`src/rtl/control_unit_pkg.sv`:
```
// -----------------------------------------------------------------------------
// control_unit_pkg
//   Shared definitions for the accumulator CPU sequencer:
//     - ISA opcode values (ir[7:4])
//     - instruction_en bit indices consumed by alu (ADD=0 ... XOR=7)
//     - alu flag vector layout
//     - sequencer FSM state encoding
//     - decoded-instruction record passed from instr_decoder to control_unit
// -----------------------------------------------------------------------------
package control_unit_pkg;

    // Bus widths shared with alu
    localparam int ISA_INSTRUCTION_COUNT = 8;
    localparam int ALU_FLAG_COUNT        = 2;
    localparam int ALU_FLAG_EQ           = 0;
    localparam int ALU_FLAG_GT           = 1;

    // Opcodes (ir[7:4]); 0xC-0xE are unassigned and decode as illegal
    localparam logic [3:0] OP_NOP  = 4'h0;
    localparam logic [3:0] OP_ADD  = 4'h1;
    localparam logic [3:0] OP_ADDI = 4'h2;
    localparam logic [3:0] OP_SH   = 4'h3;
    localparam logic [3:0] OP_SHI  = 4'h4;
    localparam logic [3:0] OP_NOT  = 4'h5;
    localparam logic [3:0] OP_AND  = 4'h6;
    localparam logic [3:0] OP_OR   = 4'h7;
    localparam logic [3:0] OP_XOR  = 4'h8;
    localparam logic [3:0] OP_BEQ  = 4'h9;
    localparam logic [3:0] OP_BGT  = 4'hA;
    localparam logic [3:0] OP_JMP  = 4'hB;
    localparam logic [3:0] OP_HLT  = 4'hF;

    // instruction_en bit positions (one per ALU operation)
    localparam int ISA_ADD  = 0;
    localparam int ISA_ADDI = 1;
    localparam int ISA_SH   = 2;
    localparam int ISA_SHI  = 3;
    localparam int ISA_NOT  = 4;
    localparam int ISA_AND  = 5;
    localparam int ISA_OR   = 6;
    localparam int ISA_XOR  = 7;

    typedef enum logic [1:0] {
        ST_FETCH   = 2'd0,
        ST_DECODE  = 2'd1,
        ST_EXECUTE = 2'd2,
        ST_HALT    = 2'd3
    } state_e;

    // Everything the sequencer needs to know about the opcode in ir
    typedef struct packed {
        logic [ISA_INSTRUCTION_COUNT-1:0] instr_en;
        logic                             acc_we;
        logic                             bus_src_imm;
        logic                             is_beq;
        logic                             is_bgt;
        logic                             is_jmp;
        logic                             is_hlt;
        logic                             is_xor;
        logic                             illegal;
    } decode_t;

endpackage

```
`src/rtl/control_unit_instr_decoder.sv`:
```
// -----------------------------------------------------------------------------
// control_unit_instr_decoder
//   Purely combinational opcode decoder. Maps ir[7:4] to the one-hot ALU
//   operation select plus the control bits the sequencer needs. Outputs are
//   not gated by FSM state here; control_unit qualifies them.
// Ports
//   opcode_i  in   4         instruction opcode (ir[7:4])
//   dec_o     out  decode_t  decoded control record
// -----------------------------------------------------------------------------
module control_unit_instr_decoder
    import control_unit_pkg::*;
(
    input  logic [3:0] opcode_i,
    output decode_t    dec_o
);

    always_comb begin
        dec_o = '0;
        unique case (opcode_i)
            OP_NOP: begin
            end
            OP_ADD: begin
                dec_o.instr_en[ISA_ADD] = 1'b1;
                dec_o.acc_we            = 1'b1;
            end
            OP_ADDI: begin
                dec_o.instr_en[ISA_ADDI] = 1'b1;
                dec_o.acc_we             = 1'b1;
                dec_o.bus_src_imm        = 1'b1;
            end
            OP_SH: begin
                dec_o.instr_en[ISA_SH] = 1'b1;
                dec_o.acc_we           = 1'b1;
            end
            OP_SHI: begin
                dec_o.instr_en[ISA_SHI] = 1'b1;
                dec_o.acc_we            = 1'b1;
                dec_o.bus_src_imm       = 1'b1;
            end
            OP_NOT: begin
                dec_o.instr_en[ISA_NOT] = 1'b1;
                dec_o.acc_we            = 1'b1;
            end
            OP_AND: begin
                dec_o.instr_en[ISA_AND] = 1'b1;
                dec_o.acc_we            = 1'b1;
            end
            OP_OR: begin
                dec_o.instr_en[ISA_OR] = 1'b1;
                dec_o.acc_we           = 1'b1;
            end
            OP_XOR: begin
                // Compare-only: alu computes flags, accumulator is untouched
                dec_o.instr_en[ISA_XOR] = 1'b1;
                dec_o.is_xor            = 1'b1;
            end
            OP_BEQ: dec_o.is_beq = 1'b1;
            OP_BGT: dec_o.is_bgt = 1'b1;
            OP_JMP: dec_o.is_jmp = 1'b1;
            OP_HLT: dec_o.is_hlt = 1'b1;
            default: dec_o.illegal = 1'b1;   // 0xC-0xE
        endcase
    end

endmodule

```
`src/rtl/control_unit.sv`:
```
// -----------------------------------------------------------------------------
// control_unit
//   Multi-cycle fetch/decode/execute sequencer for the 8-bit accumulator CPU.
//   Fetches one instruction per FETCH over a req/valid handshake, decodes it
//   into the one-hot alu op select, drives operand bus select and accumulator
//   write enable, latches alu flags on XOR and resolves BEQ/BGT/JMP/HLT.
// Ports
//   clk              in   1               system clock, rising edge
//   rst_n            in   1               asynchronous active-low reset
//   imem_req         out  1               fetch request, high in FETCH
//   imem_addr        out  PC_WIDTH        fetch address (= pc)
//   imem_rdata       in   8               instruction word
//   imem_valid       in   1               fetch data valid
//   instruction_en   out  8               one-hot alu op select (EXECUTE only)
//   reg_sel          out  4               register index (= ir[3:0])
//   bus_src_imm      out  1               bus carries immediate ir[3:0]
//   acc_we           out  1               accumulator write enable
//   alu_flags        in   2               alu flags {GT, EQ}
//   halted           out  1               HLT executed
//   illegal_op       out  1               pulse in EXECUTE for opcodes 0xC-0xE
// -----------------------------------------------------------------------------
module control_unit
    import control_unit_pkg::*;
#(
    parameter int PC_WIDTH = 8
) (
    input  logic                             clk,
    input  logic                             rst_n,
    output logic                             imem_req,
    output logic [PC_WIDTH-1:0]              imem_addr,
    input  logic [7:0]                       imem_rdata,
    input  logic                             imem_valid,
    output logic [ISA_INSTRUCTION_COUNT-1:0] instruction_en,
    output logic [3:0]                       reg_sel,
    output logic                             bus_src_imm,
    output logic                             acc_we,
    input  logic [ALU_FLAG_COUNT-1:0]        alu_flags,
    output logic                             halted,
    output logic                             illegal_op
);

    localparam logic [PC_WIDTH-1:0] PC_ONE = PC_WIDTH'(1);

    state_e                      state_q, state_d;
    logic [PC_WIDTH-1:0]         pc_q, pc_d;
    logic [7:0]                  ir_q, ir_d;
    logic [ALU_FLAG_COUNT-1:0]   flag_q, flag_d;
    // Holds imem_req low from reset release until the first clock edge
    logic                        started_q;

    decode_t                     dec;
    logic                        in_execute;
    logic                        fetch_fire;
    logic                        branch_taken;
    logic [PC_WIDTH-1:0]         branch_off;

    control_unit_instr_decoder u_decoder (
        .opcode_i (ir_q[7:4]),
        .dec_o    (dec)
    );

    assign in_execute = (state_q == ST_EXECUTE);
    assign fetch_fire = imem_req & imem_valid;

    // Branch offset is a signed 4-bit field relative to the branch's own pc
    assign branch_off   = {{(PC_WIDTH-4){ir_q[3]}}, ir_q[3:0]};
    assign branch_taken = dec.is_jmp
                        | (dec.is_beq & flag_q[ALU_FLAG_EQ])
                        | (dec.is_bgt & flag_q[ALU_FLAG_GT]);

    // ---------------------------------------------------------------- state
    always_ff @(posedge clk or negedge rst_n) begin
        if (!rst_n) begin
            state_q   <= ST_FETCH;
            pc_q      <= '0;
            ir_q      <= '0;
            flag_q    <= '0;
            started_q <= 1'b0;
        end else begin
            state_q   <= state_d;
            pc_q      <= pc_d;
            ir_q      <= ir_d;
            flag_q    <= flag_d;
            started_q <= 1'b1;
        end
    end

    // ----------------------------------------------------------- next state
    always_comb begin
        state_d = state_q;
        unique case (state_q)
            ST_FETCH:   if (fetch_fire) state_d = ST_DECODE;
            ST_DECODE:  state_d = ST_EXECUTE;
            ST_EXECUTE: state_d = dec.is_hlt ? ST_HALT : ST_FETCH;
            ST_HALT:    state_d = ST_HALT;
            default:    state_d = ST_FETCH;
        endcase
    end

    // ------------------------------------------------------ datapath update
    always_comb begin
        pc_d   = pc_q;
        ir_d   = ir_q;
        flag_d = flag_q;
        if (fetch_fire) begin
            ir_d = imem_rdata;
        end
        if (in_execute) begin
            pc_d = branch_taken ? (pc_q + branch_off) : (pc_q + PC_ONE);
            if (dec.is_xor) begin
                flag_d = alu_flags;
            end
        end
    end

    // -------------------------------------------------------------- outputs
    always_comb begin
        imem_req       = (state_q == ST_FETCH) & started_q;
        imem_addr      = pc_q;
        instruction_en = '0;
        acc_we         = 1'b0;
        illegal_op     = 1'b0;
        reg_sel        = '0;
        bus_src_imm    = 1'b0;
        halted         = (state_q == ST_HALT);
        // Operand select is driven from DECODE so the bus settles before EXECUTE
        if ((state_q == ST_DECODE) || in_execute) begin
            reg_sel     = ir_q[3:0];
            bus_src_imm = dec.bus_src_imm;
        end
        if (in_execute) begin
            instruction_en = dec.instr_en;
            acc_we         = dec.acc_we;
            illegal_op     = dec.illegal;
        end
    end

endmodule
```
`config.mk`:
```
export PLATFORM = sky130hd
export DESIGN_NAME = control_unit
export DESIGN_NICKNAME = d
export VERILOG_FILES = /design/src/rtl/control_unit_pkg.sv /design/src/rtl/control_unit_instr_decoder.sv /design/src/rtl/control_unit.sv
export SDC_FILE = /design/constraint.sdc
export NUM_CORES = 1
export LEC_CHECK = 0
export CAP_MARGIN = 20
export CORE_MARGIN = 4
export CORE_UTILIZATION = 48
export DETAILED_ROUTE_END_ITERATION = 8
export PLACE_DENSITY = 0.88
export SLEW_MARGIN = 20
export SYNTH_ARGS = -nofsm -noshare
export SYNTH_HDL_FRONTEND = slang
export SYNTH_HIERARCHICAL = 1
export SYNTH_SLANG_ARGS = --single-unit
```
`constraint.sdc`:
```
create_clock -name clk -period 3.6 [get_ports clk]
set_input_delay 0.72 -clock clk [delete_from_list [all_inputs] [get_ports clk]]
set_output_delay 0.72 -clock clk [all_outputs]
set_load 0.1 [all_outputs]
```
Word level (Yosys, flattened, before mapping). Index checks and enable logic that the tools add are counted.

Bits in read-only memories: 0. Bits in latches: 0. Memories: 0. Bits in registers: 21. Output and inout port bits: 25. Input bits: 13. Memory bits (writable): 0.

Magnitude comparators: 0. Multiply operators: 0. $add $sub $neg: 2. Divide/modulo/power cells: 0. Shifts and indexed selects: 0. Multiplexer cells: 24. Reduce and logical (&&, ||, !) cells: 7. Bitwise gates (word level): 6. Eq/ne operators: 16.

Operator list (count): == test 4 bit, second input constant (5); 2-to-1 mux 1 bit (18); == test 4 x 3 -> 1 bit, second input constant (4); 2-to-1 mux 8 bit (2); OR reduction 13 bit (1); adder 8 x 1 -> 8 bit, second input constant (1); adder 8 bit (1); == test 4 x 2 -> 1 bit, second input constant (2); case mux 2 bit (4 select lines) (1); OR reduction 7 bit (1); AND 1 bit (4); == test 2 bit, second input constant (2); == test 4 x 1 -> 1 bit, second input constant (1); zero test 4 bit (1); 2-to-1 mux 2 bit (2); 2-to-1 mux 4 bit (1); == test 2 x 1 -> 1 bit, second input constant (1); zero test 2 bit (1); != test 2 bit, second input constant (1); OR 1 bit (2); AND reduction 2 bit (1); OR reduction 2 bit (1); logical OR 1 bit (1).

Depth between registers and ports, before layout. Gate-level depths: netlist (run 1).

Depth after elaboration: 6. Mapped depth: 12.

By module. The synthesis (run 1) kept the hierarchy.

Modules (own cells, without submodules): control_unit (area an instance 1222.4 µm², instances 1, cells an instance 114); control_unit_instr_decoder (area an instance 162.7 µm², instances 1, cells an instance 26).

Worst setup path after synthesis (run 1). No wires, ideal clock.

Path kind: register -> register. Start: register ir_q[5]. End: register pc_q[4], in the netlist imem_addr[4]. Path slack: 0.921 ns. Setup time: 0.165 ns. Data arrival time: 2.514 ns. Period minus slack after synthesis: 2.679 ns. Cell stages (with the launch flop): 13. Required time: 3.435 ns. Cell sequence: dfrtp_1 -> buf_4 -> nand2b_1 -> nor2_1 -> a221o_1 -> or2b_1 -> ha_1 -> inv_1 -> fa_1 -> and2b_1 -> or4_1 -> mux2i_1 -> xor2_1.

RTL lines: start: declaration (RTL line control_unit.sv:46) `logic [7:0] ir_q, ir_d;`; start signal: assignment (RTL line control_unit.sv:82) `ir_q <= ir_d;`; end signal: assignment (RTL line control_unit.sv:81) `pc_q <= pc_d;`; end: declaration (RTL line control_unit.sv:45) `logic [PC_WIDTH-1:0] pc_q, pc_d;`.

==> flow_summary.ini, run 1 <==
[routing]
drt-total-wl_um = 2960
vias = 1109
drc = 0
dr.pass1.iters = 4
postRouteAntennaNets = 0
viasPerCell = 5.38
drt-wirelength-per-cell_um = 14.3
drtIter0Drc = 27

[yosys]
synth_fp_nets = 161
yosys.area.top_type_share = 0.379
synthFlopType = dfrtp_1
synth_top_family_by_area = simple AND/OR/NAND/NOR gates
synth_edf_count = 0
netlist_instances = 140
seq_area_frac_synth = 0.379
synth_area_leaders = dfrtp_1 (38%), mux2_2 (9.8%), and2_1 (7.7%)
synth_cell_types = 42
synthXorXnorAreaFrac = 0.0443
yosysWarnings = 6
synth_area_mm2 = 0.00139
postSynthAreaPerCell_um2 = 9.89
synth-compound-area-share = 0.0822
synth-simple-area-share = 0.251
synth.area.mux_share = 0.112
synth_fa_ha_area_frac = 0.0777
ys_ff_latch = 21
synth-async-reset-ratio = 1.00
yosysTopAreaCell = dfrtp_1

[cells_and_area]
nNetsFinal = 197
drive_gt1_frac = 0.229
areaGrowthSynthToFinish_pct = 25.3
antenna_cells = 0
nFillCells = 221

[die]
start_util = 0.502
dieArea_mm2 = 0.00381
dieHeight_um = 61.7
ios = 38
row_count = 19
coreArea_mm2 = 0.00276
die_x_um = 61.7

[sta]
fmax_mhz = 334
finalCritPeriodShare = 0.832
finalClockSkew_ns = 0.00351
tightest_slew_ns = 0.965
fin_crit_ns = 2.99
final-hold-violation-count = 0
rsz0062_at_grt = false
slew_headroom = 0.354
finalSetupViolations = 0
setup_tns_ns = 0
whs_ns = 0.480
maxSlewViolCount = 0

[flow_run]
drv_cap = 0

[worst_hold_path]
hold_class = flop to flop
holdPathStages = 1

[worst_setup_path]
path_buf_inv = 1
end_kind = flop
critPathRequiredTime_ns = 3.84
critical_path_arrival_ns = 3.23
critPathMaxStageDelay_ns = 0.52
crit_cells = 11
cpLargestDelayFamily = simple AND/OR/NAND/NOR gates
critical_path_class = flop to flop
startpoint_type = flop
reg2reg_depth = 11
worstPathMaxFanout = 9
cp_slowest_cell = dfrtp_1
crit_chain = nand2b_2, nor2_1, a221o_1, or2b_1, ha_1, inv_1, fa_1, and2b_1, or4_1, mux2i_1, xor2_1

[clock_network]
cts_buffer_depth = 2
ctsHoldBuffers = 0
clk_pin_slew_ns = 0.12
post-cts-setup-buffers = 0
cts.sinks = 21
cts-root-buf = clkbuf_4
numCtsBuffers = 3
h-tree-depth = 1
cts_tree = yes
cts_resized = 0
worstSkewPairLatency_ns = 0.30

[placed_design]
dpl.hpwl_um = 2400
gp_congestion = 0.803
portBuffers = 37

[global_routing]
grt-ovfl-total = 0
grt_pass1_vias = 1125
track_usage = 0.167
antenna_found_initial = 0
grt_max_degree = 23
grt_pass1_wl_um = 4740

[outcome]
status = completed
-- synthesized netlist by cell type, drive strengths merged (2+ instances only) --
master and number:
dfrtp 21, and2 19, mux2 12, nor2 10
nand2 9, inv 8, ha 7, nor3 7
xnor2 6, a21oi 5, buf 5, nand2b 4
a221oi 2, and3 2, mux2i 2, nand3 2
-- through the flow --
step	cells	utilization	cell area [um2]	setup slack, ns
floorplan	140	-	1390	0.921
global placement	202	0.620	1710	0.830
detailed placement	202	0.620	1710	0.623
CTS	206	0.629	1740	0.596
global route	206	0.629	1740	0.398
finish	206	0.629	1740	0.606
-- worst paths after layout --
check                                    end         start  slack (ns)
min in group asynchronous       imem_addr[0]         rst_n        0.91
worst min register to register  imem_addr[7]  imem_addr[7]        0.48
worst max-delay path            imem_addr[4]       ir_q[6]        0.61
worst max register to register  imem_addr[4]       ir_q[6]        0.61
worst min-delay path            imem_addr[7]  imem_addr[7]        0.48
max in group asynchronous          flag_q[0]         rst_n        2.14
-- cell families (layout without fill, tap and decap cells) --
| family | Yosys count | after routing |
|---|---|---|
| simple gates | 59 | 59 |
| flops | 21 | 21 |
| compound gates | 16 | 16 |
| mux | 14 | 14 |
| buf+inv | 14 | 49 |
| fa+ha+maj | 8 | 8 |
| xor+xnor | 7 | 7 |
| other cells | 1 | 1 |
-- final cells by class --
type	instances	area, um2	area share
multi-input cells	105	790	0.455
flip-flops and latches	21	526	0.303
repair buffers	37	325	0.187
well taps	31	38.8	0.0224
inverters	8	30.0	0.0173
clock buffers	4	26.3	0.0151
-- per-layer routing --
layer	global-route usage	wire length (um)	up-vias
met3	0.0351	107	7
li1	-	-	548
met2	0.311	1600	23
met4	0.0515	41	0
met1	0.191	1210	531
met5	0	0	-
-- flip-flops by register name, summed over array words and instances, names as in the netlist --
name and count:
state_q 2, ir_q 8, started_q 1, imem_addr 8, flag_q 2
-- cells in the final DEF, fill, tap and decap left out, types with 3 or more instances in the layout --
cell type and n:
a21oi_1 5, and2_1 17, buf_4 18, clkbuf_4 3, clkdlybuf4s50_1 19, dfrtp_1 21
ha_1 7, inv_1 8, mux2_2 12, nand2_1 9, nor2_1 10, nor3_1 4
nor3_2 3, xnor2_1 6
Power of run 1 is not shown: default switching activity piles up to over one toggle a cycle in this logic, so the estimate is an artifact.
==> run 2, diff against run 1 <==
==> constraint.sdc (replaced) <==
create_clock -name clk -period 3 [get_ports clk]
set_input_delay 0.6 -clock clk [delete_from_list [all_inputs] [get_ports clk]]
set_output_delay 0.6 -clock clk [all_outputs]
set_load 0.1 [all_outputs]
==> flow_summary.ini, run 2 (synthesized netlist as in run 1, its figures left out) <==
[cells_and_area]
final_cell_mix = buf_4 (28), dfrtp_1 (20), and2_1 (17)
multi_input_area_um2 = 791
antenna_cells = 0
stdcell_count = 209
nFillCells = 231
drive_gt1_frac = 0.292
layout_commonest_cell = buf_4
nNetsFinal = 200
regArea_um2 = 527
areaGrowthSynthToFinish_pct = 25.8

[die]
ios = 38
die_x_um = 61.7
row_count = 19
dieHeight_um = 61.7
coreArea_mm2 = 0.00276
start_util = 0.502
dieArea_mm2 = 0.00381

[sta]
finalSetupViolations = 0
fmax_mhz = 357
rsz0062_at_grt = false
fin_crit_ns = 2.80
slew_headroom = 0.387
setup_tns_ns = 0
final-hold-violation-count = 0
tightest_slew_ns = 0.916
finalClockSkew_ns = 0.00176
maxSlewViolCount = 0
finalCritPeriodShare = 0.934

[global_routing]
track_usage = 0.163
grt_pass1_wl_um = 4650
antenna_found_initial = 0
grt_max_degree = 23
grt-ovfl-total = 0
grt_pass1_vias = 1134

[worst_setup_path]
end_kind = flop
critical_path_arrival_ns = 3.03
worstPathMaxFanout = 9
cp_slowest_cell = dfrtp_1
crit_chain = nand2b_1, nor2_1, a221o_2, or2b_1, ha_1, inv_1, fa_1, and2b_1, or4_1, mux2i_1, xor2_1
rrSetupSlack_ns = 0.20
reg2reg_depth = 11
critical_path_class = flop to flop
critPathMaxStageDelay_ns = 0.49
startpoint_type = flop
critPathRequiredTime_ns = 3.23

[routing]
drt-wirelength-per-cell_um = 13.6
viasPerCell = 5.32
vias = 1112
postRouteAntennaNets = 0
drt-total-wl_um = 2840
drc = 0
drtIter0Drc = 24
dr.pass1.iters = 6

[clock_network]
numCtsBuffers = 3
cts_tree = yes
h-tree-depth = 1
cts_buffer_depth = 2
worstSkewPairLatency_ns = 0.30
cts-root-buf = clkbuf_4
ctsHoldBuffers = 0
clk_pin_slew_ns = 0.11
cts.sinks = 21

[placed_design]
dp_cells = 203
dpl.hpwl_um = 2220
gp_congestion = 0.795
portBuffers = 37

[outcome]
status = completed

[worst_hold_path]
hold_class = flop to flop
holdPathStages = 1

[flow_run]
drv_cap = 0
-- run 2: changes by cell type in the layout (fill, tap and decap cells not counted), sizes merged --
cell | previous run | this run
buf | 18 | 28
clkdlybuf4s50 | 19 | 12
-- run 2: final timing paths --
| path | start | end |
|---|---|---|
| setup / recovery | ir_q[4] | imem_addr[4] |
| hold / removal | imem_addr[7] | imem_addr[7] |
| setup reg to reg | ir_q[4] | imem_addr[4] |
| hold reg to reg | imem_addr[7] | imem_addr[7] |
| max in group asynchronous | rst_n | ir_q[5] |
| min in group asynchronous | rst_n | imem_addr[1] |
-- run 2: critical path: cells and delay by family, from the launching register on --
| kind | cells | cell delay [ns] |
|---|---|---|
| simple gates | 5 | 1.19 |
| xor+xnor | 1 | 0.17 |
| mux | 1 | 0.18 |
| buf+inv | 1 | 0.07 |
| flops | 1 | 0.49 |
| compound gates | 1 | 0.23 |
| fa+ha+maj | 2 | 0.40 |
-- run 2: what timing repair did --
item | in CTS | in global routing
setup buffers | 0 | 2
endpoints found under the hold margin | 0 | 0
resized for setup | 0 | 2
endpoints found under the setup margin | 0 | 1
-- run 2: layout make-up --
cell class                      count  area share
Clock buffer                        4      0.0151
Inverter                            8      0.0172
Multi-Input combinational cell    105       0.454
Sequential cell                    21       0.302
Tap cell                           31      0.0223
Timing Repair Buffer               40       0.190
-- run 2: per-layer routing --
layer / vias to the layer above / wire [um] / GRT usage
met5: - / 0 / 0
met4: 0 / 24 / 0.0545
met3: 4 / 208 / 0.0351
met2: 46 / 1510 / 0.290
met1: 507 / 1100 / 0.195
li1: 555 / - / -
-- run 2: stage by stage --
step,hold WS (ns),cell area (um2),utilization,setup WS (ns)
6_report,0.481,1740,0.632,0.199
5_1_grt,0.515,1740,0.632,0.0101
4_1_cts,0.489,1730,0.626,0.101
3_5_place_dp,0.468,1700,0.616,0.138
3_3_place_gp,0.463,1700,0.616,0.289
2_1_floorplan,0.304,1390,-,0.321
Power of run 2 is left out for the same reason.
